--- src/rtl/req_priority_arbiter8.sv ---
// Eight-requester arbiter: highest-index (or rotating) priority, registered one-hot grant held
// until release or hold timeout, with a mandatory dead cycle between owners. Optional rotation: ARB_ROUND_ROBIN_EN.
module req_priority_arbiter8 #(
    parameter int unsigned MAX_HOLD = 16,
    parameter int unsigned CNT_W    = 8
) (
    input  logic       clk,
    input  logic       rst_n,
    input  logic [7:0] req,
    output logic [7:0] gnt,
    output logic [2:0] gnt_id,
    output logic       gnt_valid,
    output logic       expire
);

    typedef enum logic [1:0] {
        ST_IDLE = 2'd0,
        ST_BUSY = 2'd1,
        ST_GAP  = 2'd2
    } state_t;

    localparam logic [CNT_W-1:0] HOLD_LAST = CNT_W'(MAX_HOLD - 32'd1);
    localparam logic [CNT_W-1:0] CNT_ONE   = CNT_W'(32'd1);

    state_t           r_state;
    state_t           w_state_nxt;
    logic [7:0]       r_gnt;
    logic [7:0]       w_gnt_nxt;
    logic [2:0]       r_gnt_id;
    logic [2:0]       w_gnt_id_nxt;
    logic             r_gnt_valid;
    logic             w_gnt_valid_nxt;
    logic             r_expire;
    logic             w_expire_nxt;
    logic [CNT_W-1:0] r_hold_cnt;
    logic [CNT_W-1:0] w_hold_cnt_nxt;
    logic             r_mask_valid;
    logic             w_mask_valid_nxt;
    logic [2:0]       r_mask_id;
    logic [2:0]       w_mask_id_nxt;
    logic [7:0]       w_mask_vec;
    logic [7:0]       w_elig;
    logic [2:0]       w_win;
    logic             w_timeout;

`ifdef ARB_ROUND_ROBIN_EN
    logic [2:0]       r_ptr;
    logic [2:0]       w_ptr_nxt;
`endif

    // Eligible requests: the timed-out index is skipped unless it is the only one asking.
    always_comb begin
        w_mask_vec = r_mask_valid ? (8'd1 << r_mask_id) : 8'd0;
        w_elig     = ((req & ~w_mask_vec) != 8'd0) ? (req & ~w_mask_vec) : req;
        w_timeout  = (MAX_HOLD != 32'd0) && (r_hold_cnt == HOLD_LAST);
    end

`ifdef ARB_ROUND_ROBIN_EN
    // Rotating scan ptr, ptr-1, ...; the last hit in this loop order is the closest to ptr.
    always_comb begin
        w_win = 3'd0;
        for (int k = 7; k >= 0; k--) begin
            w_win = w_elig[r_ptr - 3'(k)] ? (r_ptr - 3'(k)) : w_win;
        end
    end
`else
    // Fixed priority encoder: the highest set index wins.
    always_comb begin
        w_win = 3'd0;
        for (int i = 0; i < 8; i++) begin
            w_win = w_elig[i] ? 3'(i) : w_win;
        end
    end
`endif

    // Next-state and next-output logic; the expire pulse defaults low so it lasts one cycle.
    always_comb begin
        w_state_nxt      = r_state;
        w_gnt_nxt        = r_gnt;
        w_gnt_id_nxt     = r_gnt_id;
        w_gnt_valid_nxt  = r_gnt_valid;
        w_expire_nxt     = 1'b0;
        w_hold_cnt_nxt   = r_hold_cnt;
        w_mask_valid_nxt = r_mask_valid;
        w_mask_id_nxt    = r_mask_id;
`ifdef ARB_ROUND_ROBIN_EN
        w_ptr_nxt        = r_ptr;
`endif
        case (r_state)
            ST_IDLE: begin
                if (req != 8'd0) begin
                    w_state_nxt      = ST_BUSY;
                    w_gnt_nxt        = 8'd1 << w_win;
                    w_gnt_id_nxt     = w_win;
                    w_gnt_valid_nxt  = 1'b1;
                    w_hold_cnt_nxt   = {CNT_W{1'b0}};
                    w_mask_valid_nxt = 1'b0;
`ifdef ARB_ROUND_ROBIN_EN
                    w_ptr_nxt        = w_win - 3'd1;
`endif
                end else begin
                    w_state_nxt = ST_IDLE;
                end
            end
            ST_BUSY: begin
                if (!req[r_gnt_id]) begin
                    w_state_nxt     = ST_GAP;
                    w_gnt_nxt       = 8'd0;
                    w_gnt_id_nxt    = 3'd0;
                    w_gnt_valid_nxt = 1'b0;
                    w_hold_cnt_nxt  = {CNT_W{1'b0}};
                end else if (w_timeout) begin
                    w_state_nxt      = ST_GAP;
                    w_gnt_nxt        = 8'd0;
                    w_gnt_id_nxt     = 3'd0;
                    w_gnt_valid_nxt  = 1'b0;
                    w_hold_cnt_nxt   = {CNT_W{1'b0}};
                    w_expire_nxt     = 1'b1;
                    w_mask_valid_nxt = 1'b1;
                    w_mask_id_nxt    = r_gnt_id;
                end else begin
                    w_hold_cnt_nxt = (MAX_HOLD != 32'd0) ? (r_hold_cnt + CNT_ONE) : r_hold_cnt;
                end
            end
            ST_GAP: begin
                w_state_nxt     = ST_IDLE;
                w_gnt_nxt       = 8'd0;
                w_gnt_id_nxt    = 3'd0;
                w_gnt_valid_nxt = 1'b0;
            end
            default: begin
                w_state_nxt     = ST_IDLE;
                w_gnt_nxt       = 8'd0;
                w_gnt_id_nxt    = 3'd0;
                w_gnt_valid_nxt = 1'b0;
                w_hold_cnt_nxt  = {CNT_W{1'b0}};
            end
        endcase
    end

    // State and output registers with asynchronous clear.
    always_ff @(posedge clk or negedge rst_n) begin
        if (!rst_n) begin
            r_state      <= ST_IDLE;
            r_gnt        <= 8'd0;
            r_gnt_id     <= 3'd0;
            r_gnt_valid  <= 1'b0;
            r_expire     <= 1'b0;
            r_hold_cnt   <= {CNT_W{1'b0}};
            r_mask_valid <= 1'b0;
            r_mask_id    <= 3'd0;
`ifdef ARB_ROUND_ROBIN_EN
            r_ptr        <= 3'd7;
`endif
        end else begin
            r_state      <= w_state_nxt;
            r_gnt        <= w_gnt_nxt;
            r_gnt_id     <= w_gnt_id_nxt;
            r_gnt_valid  <= w_gnt_valid_nxt;
            r_expire     <= w_expire_nxt;
            r_hold_cnt   <= w_hold_cnt_nxt;
            r_mask_valid <= w_mask_valid_nxt;
            r_mask_id    <= w_mask_id_nxt;
`ifdef ARB_ROUND_ROBIN_EN
            r_ptr        <= w_ptr_nxt;
`endif
        end
    end

    assign gnt       = r_gnt;
    assign gnt_id    = r_gnt_id;
    assign gnt_valid = r_gnt_valid;
    assign expire    = r_expire;

endmodule
--- config.mk ---
export PLATFORM = sky130hd
export DESIGN_NAME = req_priority_arbiter8
export DESIGN_NICKNAME = d
export VERILOG_FILES = /design/src/rtl/req_priority_arbiter8.sv
export SDC_FILE = /design/constraint.sdc
export NUM_CORES = 1
export LEC_CHECK = 0
export CORE_MARGIN = 2
export CORE_UTILIZATION = 45
export CTS_CLUSTER_DIAMETER = 200
export DETAILED_ROUTE_END_ITERATION = 16
export HOLD_SLACK_MARGIN = 0.06
export PLACE_DENSITY = 0.7
export SETUP_SLACK_MARGIN = 0.1
export SYNTH_ARGS = -nofsm -noshare
export SYNTH_HDL_FRONTEND = slang
export SYNTH_SLANG_ARGS = --single-unit
--- constraint.sdc ---
create_clock -name clk -period 2.33 [get_ports clk]
set_clock_uncertainty 0.1 [all_clocks]
set_input_delay 0.699 -clock clk [delete_from_list [all_inputs] [get_ports clk]]
set_output_delay 0.699 -clock clk [all_outputs]
set_load 0.01 [all_outputs]
==> results of run 1 <==
==> through the flow <==
stage               power, mW  std cells  TNS, ns  worst slack (ns)
floorplan               0.982        172    -1.26            -0.163
global placement         1.33        272   -14.06            -0.729
detailed placement       1.35        272   -15.62            -0.881
CTS                      1.70        285   -0.722            -0.128
global route             1.82        286   -0.769            -0.114
finish                   1.72        286   -0.380           -0.0760
==> layout by cell type (no fill, tap or decap), drive strengths merged, types with 2 or more instances in the layout <==
master,n
nor2,18
nand2b,4
mux2i,2
or3,4
a31oi,2
nand2,27
nor3,3
o31ai,4
clkbuf,8
clkdlybuf4s50,13
nand3,8
buf,50
a32o,4
dfrtp,27
and3,4
and2,2
o21ai,14
nand3b,3
a21oi,7
inv,4
mux2,4
mux4,2
==> per-layer routing <==
| metal | vias to the layer above | wire length [um] |
|---|---|---|
| met5 | - | 0 |
| met4 | 0 | 101 |
| met1 | 850 | 2050 |
| li1 | 784 | - |
| met2 | 56 | 2520 |
| met3 | 15 | 224 |
==> tightest hold or removal path, cell delays in order (launching register included) <==
cell and delay, ns:
dfrtp_1 0.37, nand2_1 0.06, o21ai_2 0.05
==> final timing paths <==
check                              from      to  slack, ns  cells past startpoint
min in group asynchronous         rst_n  expire       0.62                      2
min reg2reg                      gnt[7]  gnt[7]       0.41                      2
max                        r_mask_id[2]  gnt[4]      -0.08                      8
max in group asynchronous         rst_n  gnt[4]       1.24                      2
min                              gnt[7]  gnt[7]       0.41                      2
max reg2reg                r_mask_id[2]  gnt[4]      -0.08                      8
==> cell type report <==
cell class / count / area [um^2] / area share [%]
clock buffers: 4 / 26.3 / 1.07
inverters: 4 / 15.0 / 0.610
multi-input cells: 136 / 1090 / 44.3
flip-flops and latches: 27 / 677 / 27.5
well taps: 46 / 57.6 / 2.34
repair buffers: 69 / 597 / 24.2
==> sequential cells by signal (all words and copies together) (netlist names) <==
register / count
r_hold_cnt: 8
expire: 1
r_mask_id: 3
gnt_valid: 1
r_mask_valid: 1
gnt_id: 3
gnt: 8
r_state: 2
==> power by group through the flow <==
stage | Sequential (mW) | Clock, mW | Combinational (mW)
after detailed placement | 0.638 | 0 | 0.714
final | 0.633 | 0.205 | 0.881
after global placement | 0.633 | 0 | 0.694
after floorplan | 0.645 | 0 | 0.337
after CTS | 0.629 | 0.209 | 0.860
after global routing | 0.643 | 0.231 | 0.948
==> logic make-up (layout without fill, tap and decap cells) <==
family	count (synthesis)	after routing	synth area share (%)
AOI/OAI and AO/OA	47	47	24.0
adders and majority gates	1	1	0.766
buffers and inverters	10	77	3.29
DFF	27	27	41.3
muxes	8	8	6.97
and+or+nand+nor	79	80	23.6
==> repair_timing <==
item,CTS,global route
setup buffers,8,2
gates resized for setup,57,19
endpoints found under the setup margin,26,24
pin swaps,16,10
gates cloned,2,0
==> flow_summary.ini, run 1 <==
[global_routing]
grt_start_max_net_pins = 28
use_met1_pct = 31.0
antenna_found_initial = 0
grt_pass1_vias = 1738
met2_usage_pct = 44.7
overflow = 0
track_usage_pct = 24.9
grt_pass1_wl_mm = 8.14
top_usage_layer = met2
use_met3_pct = 4.40

[clocking]
clock_latency_ns = 0.33
cts_root_buffer = clkbuf_4
cts_tree = yes
clk_pin_slew_ns = 0.15
htree_levels = 1
clockBufferDepth = 2
hold_buffers = 0
cts.sinks = 27
cts-buffers-inserted = 3

[logic_synthesis]
synth_top_area_share_pct = 41.3
synth_cell_type_count = 50
yosys_warnings = 0
synth_fp_nets = 183
syn_inst = 172
syn_avg_cell_area_um2 = 9.50
yosysMostFrequentCell = dfrtp_1
synthFlopType = dfrtp_1
synth.yosys.seq_area_share_pct = 41.3
synth_area_leader_cell = dfrtp_1
synth_area_um2 = 1630
ys_ff_latch = 27
netlist_top_cells_count = 27 x dfrtp_1, 26 x nand2_1, 18 x nor2_1, 14 x o21ai_0, 8 x nand3_1
ys_top_cells_by_area = dfrtp_1 41%, nand2_1 6.0%, o21ai_0 4.3%
async_flop_share_pct = 100
synth-edff-count = 0

[die]
initial_core_util_pct = 47.8
core_area_um2 = 3420
die_h_um = 64.3
die_w_um = 64.3
num_rows = 21
design.die.area_um2 = 4130
num_io_pins = 23

[worst_setup_path]
cpPeakStageDelay_ns = 0.49
cp_top_family = compound AO/OA/AOI/OAI gates
cp.required_ns = 2.49
endpoint_kind = flop
cp-start-kind = flop
cp_num_buf_inv = 1
critical_path.cell_chain = or3_4 -> a211oi_2 -> o22a_4 -> nand2b_4 -> nand3_4 -> a311oi_4 -> buf_6 -> a32o_1
crit_fanout = 7
critPathArrivalTime_ns = 2.57
crit_slowest_cell = dfrtp_2
crit_type = flop to flop

[place]
gp_congestion = 0.926
dp_hpwl_mm = 3.23
port_buffers = 22
postPlaceCellArea_um2 = 2200

[routing]
drc_errors = 0
wl_per_cell_um = 17.1
drtAntennaViolNets = 0
wl_mm = 4.90
viasPerCell = 5.96
drt_pass1_iterations = 4
drtIter0Drc = 86
vias = 1705

[timing]
fin_crit_ns = 2.41
whs_ns = 0.405
slew_headroom_pct = 77.2
final-max-slew-violation-count = 0
hold_viol_final = 0
rsz0062_at_grt = true
finalSetupViolCount = 7
worstMarginPinSlew_ns = 0.342
setup_slack_ns = -0.0760
fmaxAchievable_mhz = 416
fin_crit_sh_pct = 103

[power_and_ir_drop]
ir_drop_mv = 0.604
internal-power_mw = 1.09
p_sw_share_pct = 36.7
combPwrFrac_pct = 51.2
clkPwrFrac_pct = 11.9
seqPwrFrac_pct = 36.8
powerDensity_nw_per_um2 = 698
switchingPower_mw = 0.631
leakage_nw = 1.05

[final_layout]
areaGrowthSynthToFinish_pct = 50.7
design_area_um2 = 2460
antenna_cells = 0
nFillCells = 244
fin_util_pct = 72.1
nNetsFinal = 252
drive_above_1_share_pct = 41.7

[job]
drv_cap = 0

[min_path]
hp-class = flop to flop

[run_status]
status = finished, violations left
violations = negative setup slack
Note: power is estimated with default switching activity, not from simulation.
==> inputs of run 2 (changes only) <==
--- a/config.mk
+++ b/config.mk
@@ -10,7 +10,7 @@
 export CTS_CLUSTER_DIAMETER = 200
 export DETAILED_ROUTE_END_ITERATION = 16
 export HOLD_SLACK_MARGIN = 0.06
-export PLACE_DENSITY = 0.7
+export PLACE_DENSITY = 0.68
 export SETUP_SLACK_MARGIN = 0.1
 export SYNTH_ARGS = -nofsm -noshare
 export SYNTH_HDL_FRONTEND = slang
==> constraint.sdc (replaced) <==
create_clock -name clk -period 2.76 [get_ports clk]
set_clock_uncertainty 0.1 [all_clocks]
set_input_delay 0.828 -clock clk [delete_from_list [all_inputs] [get_ports clk]]
set_output_delay 0.828 -clock clk [all_outputs]
set_load 0.01 [all_outputs]
==> flow_summary.ini, run 2 (synthesis results as in run 1) <==
[timing]
fin_crit_sh_pct = 94.0
slew_headroom_pct = 75.8
finalSetupViolCount = 0
whs_ns = 0.403
hold_viol_final = 0
fmaxAchievable_mhz = 385
fin_crit_ns = 2.60
final-max-slew-violation-count = 0
rsz0062_at_grt = true
worstMarginPinSlew_ns = 0.363

[die]
die_w_um = 64.3
initial_core_util_pct = 47.8
design.die.area_um2 = 4130
num_io_pins = 23
die_h_um = 64.3
core_area_um2 = 3420
num_rows = 21

[worst_setup_path]
r2r_start = r_mask_id[1]
crit_type = primary input to flop
cp.required_ns = 2.94
cp-start-kind = primary input
r2r-end = gnt[2]
crit_fanout = 6
reg2reg_slack_ns = 0.21
endpoint_kind = flop
r2r_cells = 8
critPathArrivalTime_ns = 2.78

[global_routing]
track_usage_pct = 23.4
grt_start_max_net_pins = 28
grt_pass1_vias = 1615
antenna_found_initial = 0
grt_pass1_wl_mm = 7.58
overflow = 0

[routing]
wl_per_cell_um = 15.7
vias = 1601
drtAntennaViolNets = 0
drc_errors = 0
drt_pass1_iterations = 4
viasPerCell = 5.80
drtIter0Drc = 112
wl_mm = 4.33

[place]
gp_congestion = 0.902
port_buffers = 22
dp_hpwl_mm = 3.33

[job]
drv_cap = 0

[power_and_ir_drop]
leakage_nw = 0.962
combPwrFrac_pct = 45.3
switchingPower_mw = 0.470
internal-power_mw = 0.828
powerDensity_nw_per_um2 = 582
clkPwrFrac_pct = 13.5
seqPwrFrac_pct = 41.1
p_sw_share_pct = 36.2
ir_drop_mv = 0.352

[final_layout]
antenna_cells = 0
drive_above_1_share_pct = 29.6
areaGrowthSynthToFinish_pct = 36.6
layout_commonest_cell = buf_4
nNetsFinal = 242
layout_common_cells = 38 x buf_4, 26 x dfrtp_1, 25 x nand2_1
nFillCells = 285
fin_util_pct = 65.3

[min_path]
hold_depth = 2
hold_path_end = gnt[7]
hp-start = gnt[7]
hp-class = flop to flop

[run_status]
status = finished, final reports clean

[clocking]
hold_buffers = 0
htree_levels = 1
clk_pin_slew_ns = 0.14
clock_latency_ns = 0.33
cts_tree = yes
cts-buffers-inserted = 3
clockBufferDepth = 2
cts.sinks = 27
cts_root_buffer = clkbuf_4
==> run 2: final cells by class <==
type	instances	area, um^2	share of cell area [%]
inverter	4	15.0	0.673
multi-input combinational	135	961	43.0
timing repair buffer	60	492	22.0
clock buffer	3	22.5	1.01
clock inverter	1	7.51	0.336
sequential	27	677	30.3
tap	46	57.6	2.58
==> run 2: how the worst max path moves through the flow <==
stage	from	cells after the start	endpoint
6_report	req[6]	9	gnt[2]
5_1_grt	req[6]	9	gnt[2]
2_1_floorplan	req[6]	8	gnt[2]
3_5_place_dp	req[4]	9	gnt[2]
3_3_place_gp	req[4]	9	gnt[2]
4_1_cts	req[6]	9	gnt[2]
==> run 2: power groups by stage <==
stage | registers [mW] | clock network, mW | logic [mW]
finish | 0.534 | 0.176 | 0.589
global route | 0.547 | 0.196 | 0.655
CTS | 0.534 | 0.183 | 0.588
detailed placement | 0.542 | 0 | 0.581
global placement | 0.539 | 0 | 0.567
floorplan | 0.544 | 0 | 0.253
==> run 2: per-stage QoR <==
step	instance area (um^2)	setup TNS, ns	total power, mW	setup slack (ns)	instances
after floorplan	1640	0	0.797	0.108	172
after global placement	2150	-6.34	1.11	-0.530	270
after detailed placement	2150	-7.55	1.12	-0.577	270
after CTS	2220	0	1.31	0.147	276
after global routing	2230	0	1.40	0.0881	276
final	2230	0	1.30	0.165	276
==> run 2: repair_timing <==
item,in CTS,in global routing
pin swaps,11,1
buffers inserted,2,0
endpoints found under the setup margin,10,8
resized for setup,18,3
cloned,0,0
==> run 2: routing by layer <==
layer | vias to the layer above | part of all wire, % | GRT usage (%)
met5 | - | 0 | 0
met1 | 800 | 45 | 30.6
met3 | 6 | 4.4 | 4.58
met2 | 37 | 49 | 39.6
li1 | 758 | - | -
met4 | 0 | 1.1 | 6.12
==> run 2: critical path, cell delays in order <==
cell,delay [ns]
buf_2,0.11
or3_4,0.36
a211oi_2,0.27
o22a_4,0.22
nand2b_1,0.11
nand3_1,0.12
a311oi_4,0.40
buf_4,0.20
a32o_1,0.15
==> inputs of run 3 (changes only) <==
==> constraint.sdc (replaced) <==
create_clock -name clk -period 2.45 [get_ports clk]
set_clock_uncertainty 0.1 [all_clocks]
set_input_delay 0.735 -clock clk [delete_from_list [all_inputs] [get_ports clk]]
set_output_delay 0.735 -clock clk [all_outputs]
set_load 0.01 [all_outputs]
==> flow_summary.ini, run 3 (synthesis results as in run 1) <==
[clocking]
clock_latency_ns = 0.33
cts.sinks = 27
cts_root_buffer = clkbuf_4
cts-buffers-inserted = 3
hold_buffers = 0
clockBufferDepth = 2
htree_levels = 1
clk_pin_slew_ns = 0.15
cts_tree = yes

[worst_setup_path]
reg2reg_slack_ns = 0.06
cp.required_ns = 2.63
critPathArrivalTime_ns = 2.59
critical_path.cell_chain = buf_8 -> or3_4 -> a211oi_2 -> o22a_4 -> buf_6 -> a31oi_4 -> o311a_4 -> a311oi_4 -> buf_6 -> a32o_1
r2r_start = r_mask_id[2]
crit_slowest_cell = or3_4
cpPeakStageDelay_ns = 0.37
r2r-end = gnt[0]
r2r_cells = 9
endpoint_kind = flop
worst_path_most_repeated_cell = buf_6
crit_fanout = 5
cp-start-kind = primary input
crit_type = primary input to flop

[timing]
slew_headroom_pct = 75.5
finalSetupViolCount = 0
fin_crit_sh_pct = 98.4
whs_ns = 0.400
rsz0062_at_grt = true
worstMarginPinSlew_ns = 0.368
final-max-slew-violation-count = 0
hold_viol_final = 0
setup_tns_ns = 0
fmaxAchievable_mhz = 415
setup_slack_ns = 0.0388
fin_crit_ns = 2.41

[min_path]
hp-start = r_hold_cnt[7]
hold_depth = 1
hold_path_end = r_hold_cnt[7]
hp-class = flop to flop

[global_routing]
overflow = 0
track_usage_pct = 24.3
antenna_found_initial = 0
grt_pass1_vias = 1702
grt_start_max_net_pins = 28
grt_pass1_wl_mm = 7.98

[place]
port_buffers = 22
dp_hpwl_mm = 3.22
gp_congestion = 0.916
dp_slack_ns = -0.733

[final_layout]
nFillCells = 246
layout_commonest_cell = buf_4
nNetsFinal = 250
antenna_cells = 0
areaGrowthSynthToFinish_pct = 50.3
drive_above_1_share_pct = 39.5
layout_common_cells = 36 x buf_4, 26 x dfrtp_1, 25 x nand2_1

[routing]
drc_errors = 0
wl_mm = 4.64
drt_pass1_iterations = 4
viasPerCell = 5.83
drtAntennaViolNets = 0
drtIter0Drc = 137
vias = 1655
wl_per_cell_um = 16.3

[job]
drv_cap = 0

[power_and_ir_drop]
ir_drop_mv = 0.582
powerDensity_nw_per_um2 = 643
power_mw = 1.58
leakage_nw = 1.05

[die]
die_h_um = 64.3
core_area_um2 = 3420
num_io_pins = 23
initial_core_util_pct = 47.8
num_rows = 21
die_w_um = 64.3
design.die.area_um2 = 4130

[run_status]
status = finished, final reports clean
==> run 3: cell type report <==
class	instances	area, um^2	area share (%)
clock inverters	1	5.00	0.204
inverters	4	15.0	0.611
clock buffers	3	22.5	0.917
flip-flops and latches	27	677	27.6
well taps	46	57.6	2.34
repair buffers	68	603	24.6
multi-input cells	135	1080	43.8
==> run 3: critical path, delay by kind of cell <==
kind | cells | cell delay [ns]
AO/OA/AOI/OAI | 6 | 1.10
AND/OR/NAND/NOR | 1 | 0.37
buffers and inverters | 3 | 0.36
==> run 3: report_power, final <==
part           switching, mW  internal, mW  total, mW
clock network          0.134        0.0615      0.195
registers             0.0831         0.520      0.603
logic                  0.366         0.415      0.781
total                  0.583         0.997       1.58
==> run 3: timing repair <==
| item | CTS | global route |
|---|---|---|
| gates cloned | 1 | 0 |
| gates resized for setup | 40 | 22 |
| setup endpoints to repair | 22 | 20 |
| buffers inserted | 6 | 2 |
| pin swaps | 19 | 6 |
==> run 3: how the worst max path moves through the flow <==
stage	start	endpoint	slack (ns)	cells after the start
after floorplan	req[6]	gnt[2]	-0.08	8
after global routing	r_mask_id[2]	gnt[2]	-0.003	9
after detailed placement	req[4]	gnt[5]	-0.73	9
final	req[6]	gnt[0]	0.04	10
after global placement	req[4]	gnt[5]	-0.58	9
after CTS	req[6]	gnt[4]	0.05	10
==> run 3: per-layer routing <==
layer  vias to the layer above  GRT usage (%)  wire, um
li1                        777              -         -
met1                       802           31.8      1970
met2                        67           41.1      2380
met3                         9           4.58       236
met4                         0           6.91        56
met5                         -              0         0
==> run 3: per-stage QoR <==
step | cells | instance area, um^2 | util [%]
final | 284 | 2460 | 71.9
after global placement | 271 | 2180 | 63.7
after CTS | 282 | 2380 | 69.8
after floorplan | 172 | 1670 | -
after global routing | 284 | 2460 | 71.9
after detailed placement | 271 | 2180 | 63.7
